File: src/rtl/mac_div_block.sv
// Lane-configurable radix-2 restoring divider: 1x32, 2x16 or 4x8 lanes.
// Each BUSY step retires one quotient bit per lane; lanes never interact.
module mac_div_block #(
  parameter int MAC_MIN_WIDTH  = 8,
  parameter int MAC_CONF_WIDTH = 2
) (
  input  logic                        clk,
  input  logic                        rst,
  input  logic                        en,
  input  logic [MAC_CONF_WIDTH-1:0]   cfg,
  input  logic                        in_valid,
  output logic                        in_ready,
  input  logic [4*MAC_MIN_WIDTH-1:0]  dividend,
  input  logic [4*MAC_MIN_WIDTH-1:0]  divisor,
  output logic                        out_valid,
  input  logic                        out_ready,
  output logic [4*MAC_MIN_WIDTH-1:0]  quotient,
  output logic [4*MAC_MIN_WIDTH-1:0]  remainder,
  output logic [3:0]                  dz,
  output logic                        cfg_err
);

  localparam int W  = 4 * MAC_MIN_WIDTH;
  localparam int CW = $clog2(W);
  localparam logic [MAC_CONF_WIDTH-1:0] C_DUAL = MAC_CONF_WIDTH'(1);
  localparam logic [MAC_CONF_WIDTH-1:0] C_QUAD = MAC_CONF_WIDTH'(2);

  typedef enum logic [1:0] {
    IDLE,
    BUSY,
    DONE
  } st_t;

  st_t st_q, st_n;

  logic [CW-1:0]             cnt_q;
  logic [W-1:0]              a_q;
  logic [W-1:0]              r_q;
  logic [W-1:0]              b_q;
  logic [MAC_CONF_WIDTH-1:0] cfg_q;
  logic [3:0]                dz_q;
  logic                      err_q;

  logic acc, stp;
  logic m_dual, m_quad, rsv;

  logic [2:0][W-1:0] a_n;
  logic [2:0][W-1:0] r_n;
  logic [2:0][3:0]   dz_m;
  logic [W-1:0]      a_step;
  logic [W-1:0]      r_step;
  logic [CW-1:0]     n_ld;
  logic [3:0]        dz_ld;

  // a_q doubles as dividend shifter and quotient collector
  for (genvar m = 0; m < 3; m++) begin : g_mode
    localparam int LW = W >> m;
    localparam int NL = 1 << m;
    for (genvar i = 0; i < NL; i++) begin : g_lane
      logic [LW:0]   rr;
      logic [LW-1:0] df;
      logic          ge;
      assign rr = {r_q[i*LW +: LW], a_q[i*LW+LW-1]};
      assign ge = rr >= {1'b0, b_q[i*LW +: LW]};
      assign df = rr[LW-1:0] - b_q[i*LW +: LW];
      assign a_n[m][i*LW +: LW] = {a_q[i*LW +: LW-1], ge};
      assign r_n[m][i*LW +: LW] = ge ? df : rr[LW-1:0];
      assign dz_m[m][i] = ~|divisor[i*LW +: LW];
    end
    for (genvar i = NL; i < 4; i++) begin : g_pad
      assign dz_m[m][i] = 1'b0;
    end
  end

  assign m_dual = cfg == C_DUAL;
  assign m_quad = cfg == C_QUAD;
  assign rsv    = cfg > C_QUAD;

  always_comb begin
    n_ld  = CW'(W - 1);
    dz_ld = dz_m[0];
    unique case (1'b1)
      m_dual: begin
        n_ld  = CW'(W / 2 - 1);
        dz_ld = dz_m[1];
      end
      m_quad: begin
        n_ld  = CW'(W / 4 - 1);
        dz_ld = dz_m[2];
      end
      rsv: dz_ld = '0;
      default: ;
    endcase
  end

  always_comb begin
    a_step = a_n[0];
    r_step = r_n[0];
    if (cfg_q == C_DUAL) begin
      a_step = a_n[1];
      r_step = r_n[1];
    end else if (cfg_q == C_QUAD) begin
      a_step = a_n[2];
      r_step = r_n[2];
    end
  end

  always_ff @(posedge clk) begin
    if (!rst) st_q <= IDLE;
    else      st_q <= st_n;
  end

  always_comb begin
    st_n = st_q;
    unique case (st_q)
      IDLE: if (acc) st_n = rsv ? DONE : BUSY;
      BUSY: if (en && cnt_q == '0) st_n = DONE;
      DONE: if (out_ready) st_n = IDLE;
      default: st_n = IDLE;
    endcase
  end

  always_comb begin
    in_ready  = rst & (st_q == IDLE);
    out_valid = st_q == DONE;
    stp       = en & (st_q == BUSY);
    acc       = in_valid & in_ready & en;
  end

  always_ff @(posedge clk) begin
    if (!rst) begin
      cnt_q <= '0;
      a_q   <= '0;
      r_q   <= '0;
      b_q   <= '0;
      cfg_q <= '0;
      dz_q  <= '0;
      err_q <= 1'b0;
    end else if (acc) begin
      cnt_q <= n_ld;
      a_q   <= rsv ? '0 : dividend;
      r_q   <= '0;
      b_q   <= divisor;
      cfg_q <= cfg;
      dz_q  <= dz_ld;
      err_q <= rsv;
    end else if (stp) begin
      a_q <= a_step;
      r_q <= r_step;
      if (cnt_q != '0) cnt_q <= cnt_q - 1'b1;
    end
  end

  assign quotient  = a_q;
  assign remainder = r_q;
  assign dz        = dz_q;
  assign cfg_err   = err_q;

endmodule
File: config.mk
export PLATFORM = sky130hd
export DESIGN_NAME = mac_div_block
export DESIGN_NICKNAME = d
export VERILOG_FILES = /design/src/rtl/mac_div_block.sv
export SDC_FILE = /design/constraint.sdc
export NUM_CORES = 1
export LEC_CHECK = 0
export CAP_MARGIN = 20
export CORE_MARGIN = 2
export CORE_UTILIZATION = 39
export DETAILED_ROUTE_END_ITERATION = 6
export PLACE_DENSITY = 0.66
export SYNTH_ARGS = -nofsm -noshare
export SYNTH_HDL_FRONTEND = slang
export SYNTH_SLANG_ARGS = --single-unit
File: constraint.sdc
create_clock -name clk -period 5.8 [get_ports clk]
set_input_delay 1.16 -clock clk [delete_from_list [all_inputs] [get_ports clk]]
set_output_delay 1.16 -clock clk [all_outputs]
set_load 0.02 [all_outputs]
==> impl_metrics.py, run 1 <==
metrics = {
    "logic_synthesis": {
        "synth_top_area_share_pct": 24.8,
        "netlist_area_mm2": 0.00886,
        "synth_area_per_cell_um2": 7.45,
        "synth_area_leaders": "dfxtp_1 (25%), a21oi_1 (6.8%), nand2_1 (6.4%)",
        "synth_warnings": 0,
        "yosys.cell_types.count": 80,
        "syn_inst": 1190,
        "yosys.area.top_type": "dfxtp_1",
        "syn-num-nets": 1312,
        "synth-seq-area-share_pct": 24.8,
        "ys_ff_latch": 110,
        "synth_top_flop_cell": "dfxtp_1",
        "async_flop_share_pct": 0,
        "synth_edf_count": 0,
    },
    "placed_design": {
        "place_ws_ns": 1.70,
        "dp_cells": 1544,
        "place_hpwl_um": 24100,
        "port_buffers": 141,
        "gp_congestion": 0.965,
    },
    "floorplanning": {
        "num_rows": 55,
        "initial_core_util_pct": 39.4,
        "ios": 142,
        "dieWidth_um": 155,
        "die_h_um": 155,
        "dieArea_mm2": 0.0240,
        "coreArea_mm2": 0.0225,
    },
    "clocking": {
        "cts.sinks": 110,
        "cts_resized": 0,
        "path_clk_slew_ns": 0.08,
        "h-tree-depth": 3,
        "clock_latency_ns": 0.36,
        "cts_root_buffer": "clkbuf_16",
        "cts_tree": "done",
        "hold_buffers": 0,
        "cts_buffers": 9,
        "cts_buffer_depth": 2,
        "post_cts_buffers": 0,
    },
    "drt": {
        "ant_nets": 0,
        "first_pass_iters": 5,
        "drc_errors": 0,
        "first_iter_violations": 957,
        "vias": 9562,
        "viasPerCell": 6.13,
        "post_drt_wl_per_cell_um": 20.8,
        "totalWireLength_um": 32400,
    },
    "grt": {
        "grt_pass1_vias": 9127,
        "grt_usage_pct": 26.7,
        "grt_overflow_total": 0,
        "grt_antenna_before_repair": 0,
        "grt_pass1_wl_um": 51000,
        "grt_start_max_net_pins": 76,
    },
    "critical_path": {
        "crit_path_start": "remainder[5]",
        "end_kind": "flop",
        "regToRegStartpoint": "remainder[5]",
        "critical_path_class": "flop to flop",
        "cp_max_fo": 29,
        "timing.critical_path.arrival_ns": 4.21,
        "required_ns": 6.04,
        "worstSetupStartpointType": "flop",
    },
    "timing": {
        "worst_pin_slew_ns": 1.04,
        "period_minus_slack_ns": 3.97,
        "fin_ws_ns": 1.83,
        "max-slew-margin-rel_pct": 30.7,
        "clock_skew_ns": 0.0145,
        "rsz0062_at_grt": "no",
        "fmax_mhz": 252,
        "maxSlewViolCount": 0,
        "fin_setup_tns_ns": 0,
        "whs_ns": 0.458,
        "setup_viol": 0,
        "hold_viol_final": 0,
        "post-route-period-util_pct": 68.4,
    },
    "hold_path": {
        "worstHoldStart": "b_q[26]",
        "hold_path_class": "flop to flop",
    },
    "power_and_ir_drop": {
        "ir_worst_vdd_uv": 199,
        "leakagePower_uw": 0.00398,
        "seqPwrFrac_pct": 30.1,
        "power.switching_uw": 1160,
        "p_clk_share_pct": 23.9,
        "p_int_uw": 1570,
        "powerDensity_mw_per_mm2": 258,
        "total_power_uw": 2730,
        "sw_frac_of_total_pct": 42.4,
        "combPwrFrac_pct": 46.0,
    },
    "final_layout": {
        "area_growth_pct": 19.4,
        "diodes": 0,
        "nets": 1393,
        "drive_gt1_share_pct": 5.25,
        "stdcell_count": 1561,
    },
    "job": {
        "drv_cap": 0,
    },
    "outcome": {
        "status": "finished, final reports clean",
    },
}
state kept, by name, indices dropped and copies added (netlist names):
signal     cells
st_q           2
cfg_q          2
dz             4
b_q           32
cnt_q          5
cfg_err        1
quotient      32
remainder     32
area by class of cell:
type	count	area, um2
Timing Repair Buffer	154	1510
Tap cell	285	357
Clock buffer	11	243
Sequential cell	110	2200
Clock inverter	5	48.8
Fill cell	2280	11900
Inverter	64	243
Multi-Input combinational cell	932	5980
metrics by stage:
stage | area, um2 | util, %
final | 10600 | 47.0
after global routing | 10600 | 47.0
after CTS | 10600 | 47.0
after detailed placement | 10300 | 45.7
after global placement | 10300 | 45.7
after floorplan | 8860 | -
per-layer routing:
metal,routed length (um),share of wire [%],track usage [%]
met5,0,0,0
met4,656,2.0,7.32
met3,2980,9.2,5.21
met2,14300,44,41.9
met1,14500,45,37.3
path summary, 6_finish.rpt:
kind                                     to  slack (ns)  cells after the start
worst min-delay path                b_q[26]        0.46                      2
worst max-delay path            quotient[0]        1.83                     11
worst min register to register      b_q[26]        0.46                      2
worst max register to register  quotient[0]        1.83                     11
placed cells by master (no fill, tap or decap), drive strengths merged, types with 7 or more instances in the layout:
cell           count
o22ai             10
a21o              26
o21bai            12
clkbuf            11
nor2b             10
a221oi            43
o21a               9
nand2b            10
nor2              96
inv               68
xnor2             37
o221ai            19
clkdlybuf4s50    141
nand4             18
nor4               7
a211oi            14
a21oi            122
buf               13
nand2            151
fa                 7
ha                44
a31oi             17
nand3             18
o211ai            13
nor3              45
o21ai             88
dfxtp            110
xor2              18
o31ai              8
a221o             11
power groups by stage:
| stage | registers, uW | logic [uW] | clock network (uW) |
|---|---|---|---|
| 6_report | 820 | 1260 | 652 |
| 3_3_place_gp | 837 | 1210 | 0 |
| 4_1_cts | 819 | 1220 | 660 |
| 5_1_grt | 824 | 1350 | 689 |
| 3_5_place_dp | 836 | 1220 | 0 |
| 2_1_floorplan | 847 | 869 | 0 |
critical path: stages (launching register included):
cell,delay [ns]
dfxtp_1,0.45
ha_1,0.42
a21oi_1,0.44
nand2_1,0.16
a2111oi_0,0.76
nor2_1,0.23
a21oi_2,0.18
buf_4,0.33
nand2b_1,0.30
o21ai_1,0.19
a221oi_1,0.29
nor2_1,0.08
synthesized netlist by cell type (12+ instances only):
cell type and n:
nand2_1 151, a21oi_1 121, dfxtp_1 110, nor2_1 94, o21ai_0 79, inv_1 62, clkbuf_1 44, ha_1 44
nor3_1 42, a221oi_1 41, xnor2_1 37, a21o_1 26, buf_2 21, o221ai_1 19, nand3_1 18, xor2_1 18
nand4_1 17, a31oi_1 16, a211oi_1 13, o211ai_1 13, o21bai_1 12
cells by family (layout without fill, tap and decap cells):
kind of cell | Yosys count | after routing | synth area share, %
compound gates | 439 | 439 | 33.4
simple gates | 384 | 384 | 20.2
buf+inv | 148 | 234 | 8.05
flops | 110 | 110 | 24.8
xor+xnor | 55 | 55 | 5.43
fa+ha+maj | 51 | 51 | 7.79
mux | 3 | 3 | 0.339
Power figures use the tool's default switching activity.
==> inputs of run 2 (changes only) <==
- PLACE_DENSITY: 0.66 -> 0.69
- clock period: 5.8 -> 3.17 ns (I/O delays scaled with it)
==> impl_metrics.py, run 2 (synthesized netlist as in run 1, its figures left out) <==
metrics = {
    "clocking": {
        "hold_buffers": 0,
        "cts_buffer_depth": 2,
        "h-tree-depth": 3,
        "cts_tree": "done",
        "clock_latency_ns": 0.37,
        "cts_root_buffer": "clkbuf_16",
        "cts.sinks": 110,
        "cts_buffers": 9,
        "path_clk_slew_ns": 0.09,
    },
    "critical_path": {
        "r2r_slack_ns": 0.05,
        "critical_path_class": "flop to flop",
        "worstSetupStartpointType": "flop",
        "timing.critical_path.arrival_ns": 3.38,
        "rr_worst_depth": 12,
        "end_kind": "flop",
        "crit_chain": "inv_1, ha_1, a21oi_1, o21ai_0, a21o_1, o2bb2ai_2, nor2_4, or2_4, a221o_2, a221oi_1, buf_4, nor3_1",
        "cp_max_fo": 7,
        "required_ns": 3.43,
        "critPathMaxStageDelay_ns": 0.41,
        "r2r_end": "remainder[2]",
        "regToRegStartpoint": "b_q[20]",
        "cp_slowest_cell": "a221o_2",
    },
    "placed_design": {
        "port_buffers": 141,
        "gp_congestion": 1.00,
        "place_hpwl_um": 27900,
        "place_area_mm2": 0.0115,
        "place_ws_ns": -0.117,
    },
    "power_and_ir_drop": {
        "powerDensity_mw_per_mm2": 457,
        "total_power_uw": 5450,
        "leakagePower_uw": 0.00477,
        "ir_worst_vdd_uv": 270,
    },
    "hold_path": {
        "hold_path_class": "flop to flop",
        "hold_end": "b_q[2]",
        "worstHoldStart": "b_q[2]",
        "worstHoldPathCells": 2,
    },
    "timing": {
        "hold_viol_final": 0,
        "worst_pin_slew_ns": 0.974,
        "max-slew-margin-rel_pct": 34.8,
        "fin_ws_ns": 0.0515,
        "post-route-period-util_pct": 98.4,
        "maxSlewViolCount": 0,
        "rsz0062_at_grt": "yes",
        "fmax_mhz": 321,
        "clock_skew_ns": 0.0222,
        "period_minus_slack_ns": 3.12,
        "setup_viol": 0,
        "whs_ns": 0.456,
    },
    "final_layout": {
        "diodes": 0,
        "nets": 1546,
        "area_growth_pct": 34.5,
        "final_area_mm2": 0.0119,
        "layout_commonest_cell": "buf_4",
        "fin_util_pct": 53.0,
        "drive_gt1_share_pct": 16.7,
        "final_cell_mix": "buf_4 (159), nand2_1 (151), clkdlybuf4s50_1 (141)",
    },
    "drt": {
        "post_drt_wl_per_cell_um": 20.9,
        "totalWireLength_um": 35800,
        "ant_nets": 0,
        "drc_errors": 0,
        "first_pass_iters": 5,
        "viasPerCell": 5.99,
        "vias": 10300,
        "first_iter_violations": 936,
    },
    "job": {
        "drv_cap": 0,
    },
    "grt": {
        "grt_pass1_wl_um": 55500,
        "grt_usage_pct": 29.5,
        "grt_antenna_before_repair": 0,
        "grt_pass1_vias": 9839,
        "grt_start_max_net_pins": 48,
        "grt_overflow_total": 0,
    },
    "outcome": {
        "status": "finished, final reports clean",
    },
    "floorplanning": {
        "dieArea_mm2": 0.0240,
        "dieWidth_um": 155,
        "ios": 142,
        "initial_core_util_pct": 39.4,
        "num_rows": 55,
        "coreArea_mm2": 0.0225,
        "die_h_um": 155,
    },
}
[run 2: final cells by class]
class                      count  area, um2
fill                        2193      10600
multi-input combinational    932       6090
timing repair buffer         307       2740
clock buffer                  11        253
inverter                      64        243
tap                          285        357
clock inverter                 5       47.5
sequential                   110       2200
[run 2: how the worst max path moves through the flow]
stage | start | endpoint | slack, ns | depth (start not counted)
after floorplan | remainder[1] | remainder[2] | 0.28 | 10
after global placement | b_q[4] | remainder[9] | -0.14 | 14
after detailed placement | b_q[12] | remainder[15] | -0.12 | 12
after CTS | b_q[2] | quotient[0] | 0.01 | 11
after global routing | b_q[20] | remainder[2] | -0.05 | 12
final | b_q[20] | remainder[2] | 0.05 | 12
[run 2: power breakdown]
group | switching [uW] | leakage [uW] | internal (uW)
registers | 51.9 | 0.000893 | 1440
logic | 1540 | 0.00373 | 1210
clock network | 618 | 0.000146 | 595
total | 2210 | 0.00477 | 3240
[run 2: repair_timing]
item,CTS,global route
resized for setup,5,20
endpoints found under the setup margin,16,28
pin swaps,0,4
gates cloned,0,0
setup buffers,0,5
[run 2: critical path: cells and delay by family (launching register included)]
family | cells | cell delay, ns
AO/OA/AOI/OAI | 6 | 1.57
AND/OR/NAND/NOR | 3 | 0.45
adder cells (fa/ha/maj) | 1 | 0.38
flip-flops | 1 | 0.35
buffers and inverters | 2 | 0.26
[run 2: stage by stage]
step           setup TNS (ns)  cells
3_5_place_dp           -0.599   1693
4_1_cts                     0   1709
5_1_grt                -0.117   1714
3_3_place_gp           -0.874   1693
6_report                    0   1714
2_1_floorplan               0   1190
[run 2: routing by layer]
metal / track usage [%] / part of all wire, % / up-vias / routed length [um]
met5: 0 / 0 / - / 0
met3: 6.36 / 9.1 / 62 / 3270
li1: - / - / 4850 / -
met4: 9.79 / 3.0 / 0 / 1080
met2: 46.3 / 44 / 505 / 15800
met1: 40.4 / 44 / 4844 / 15700
==> patch, RTL diff (config.mk and constraints of run 1) <==
The 3 values of `st_t` get a one-hot encoding in 3 bits.
--- a/src/rtl/mac_div_block.sv
+++ b/src/rtl/mac_div_block.sv
@@ -27,6 +27,6 @@
 
-  typedef enum logic [1:0] {
-    IDLE,
-    BUSY,
-    DONE
+  typedef enum logic [2:0] {
+    IDLE = 3'b001,
+    BUSY = 3'b010,
+    DONE = 3'b100
   } st_t;
Formal check against the unedited RTL: same outputs for any inputs over 4 cycles, from zero or initial values and one cycle with rst low; so few cycles prove little.
==> patch against run 1 <==
- area after synthesis grew 3.1%
- wire length grew 7.6%
- final area grew 3.7%
- cell count grew 4.0%
- clock skew shrank 1.6 ps
- synthesized cell count grew 2.2%
- power shrank 15%
- first-iteration DRC count shrank 3.7%
- setup slack lost 9.7 ps
- count of clock-buffer cells in the layout shrank 1
- fmax shrank 0.24%
- sequential cell count grew 1
- largest cell class unchanged
- highest routed layer unchanged
==> patch: results (changes against run 1) <==
stage;metric;value;unit;change
status;status;finished clean;;unchanged
layout;final instance area;11000;um2;was 10600 um2
yosys;Mapped Avg Cell Area;7.52;um2;was 7.45 um2
setup_path;WP data arrival;2820;ps;was 4210 ps
layout;bufs w/o clock;160;;was 154
pwr;LEAKAGE;4.18;nW;was 3.98 nW
layout;share of cells above drive strength 1;0.0521;;was 0.0525
layout;num sequential;111;;was 110
layout;fin nets;1423;;was 1393
yosys;Post-Synth XOR/XNOR Area;0.0498;;was 0.0543
clocking;TritonCTS Buffers;9;;unchanged
layout;Non-clock buffering overhead;0.142;;was 0.143
yosys;compound-cell area share of the yosys netlist;0.337;;was 0.334
grt;first-pass GRT wire length;53300;um;was 51000 um
yosys;Mapped Nets;1339;;was 1312
clocking;Root Buffer;clkbuf_16;;unchanged
layout;non-filler cells in the finished layout;1624;;was 1561
pwr;seq pwr;808;uW;was 820 uW
grt;Overflow after GRT;0;;unchanged
setup_path;crit-path max FO;11;;was 29
route;M1 WL;14800;um;was 14500 um
placed_design;pre-CTS setup slack;1780;ps;was 1700 ps
route;DR vias/cell;6.19;;was 6.13
yosys;commonest cells in the netlist;nand2_1, dfxtp_1, a21oi_1, nor2_1, o21ai_0;;was nand2_1, a21oi_1, dfxtp_1, nor2_1, o21ai_0
placed_design;Placed Area;10700;um2;was 10300 um2
floorplanning;Core ar.;23300;um2;was 22500 um2
grt;number of global-route vias before repair;9340;;was 9127
pwr;Comb pwr share;0.370;;was 0.460
setup_path;Slowest cell on crit path;clkdlybuf4s50_1;;was a2111oi_0
timing;slew margin rel.;0.371;;was 0.307
layout;Inverters;58;;was 64
pwr;Peak VDD IR;0.000156;V;was 0.000199 V
layout;fill cell count;2442;;was 2280
layout;clk tree area frac;0.0266;;was 0.0276
placed_design;GPL Wtd Cong;0.994;;was 0.965
pwr;Tot Pwr;2.32;mW;was 2.73 mW
layout;FF+latch area;2220;um2;was 2200 um2
placed_design;dpl cells;1608;;was 1544
setup_path;worst stage delay on the critical path;710;ps;was 760 ps
timing;clock skew;12.8;ps;was 14.5 ps
yosys;synth top area cells;dfxtp_1, ha_1, a21oi_1;;was dfxtp_1, a21oi_1, nand2_1
grt;Total Routing Usage GR;0.278;;was 0.267
placed_design;I/O Buffers;141;;unchanged
grt;largest net degree at the start of global routing;70;;was 76
yosys;synth unique cells;85;;was 80
yosys;post-synthesis mux area share;0.0205;;was 0.00339
layout;clock buffers;10;;was 11
route;Post-Route WL;34900;um;was 32400 um
route;Initial DRC Count;922;;was 957
run;MaxCap Viol Count;0;;unchanged
yosys;Seq/Total Area, Yosys;0.243;;was 0.248
layout;#MultiIn Comb;960;;was 932
route;routed wl met3;3600;um;was 2980 um
route;met2 routed WL;15600;um;was 14300 um
route;Pre-Repair DR Iteration Count;7;;was 5
placed_design;dpl hpwl;26200;um;was 24100 um
pwr;P_int;1.42;mW;was 1.57 mW
yosys;adder-cell share of the synthesized area;0.0769;;was 0.0779
layout;Multi-input gate area;6290;um2;was 5980 um2
clocking;Clock Tree Buf Depth;2;;unchanged
-- patch: cell types whose count changed after synthesis, sizes merged, moves of 8 or more --
| cell | before | now |
|---|---|---|
| nand2 | 151 | 125 |
| o31ai | 8 | 29 |
| nand3 | 18 | 32 |
| nor3 | 45 | 33 |
| o22ai | 10 | 2 |
| a21oi | 122 | 107 |
| a211oi | 14 | 26 |
| mux2i | 3 | 12 |
-- patch: per-layer routing --
layer,global-route usage,vias up
met5,0,-
met4,0.0788,0
met3,0.0683,66
met2,0.446,520
met1,0.372,4758
li1,-,4714
-- patch: worst paths after layout --
| kind | start | to | slack [ps] | cells after the start |
|---|---|---|---|---|
| worst max register to register | b_q[17] | remainder[15] | 1950 | 11 |
| worst min-delay path | b_q[2] | b_q[2] | 460 | 2 |
| worst max-delay path | rst | in_ready | 1820 | 3 |
| worst min register to register | b_q[2] | b_q[2] | 460 | 2 |
-- patch: worst max-delay path, delay by kind of cell --
kind | cells | cell delay [ps]
and+or+nand+nor | 1 | 320
buffers and inverters | 2 | 1340
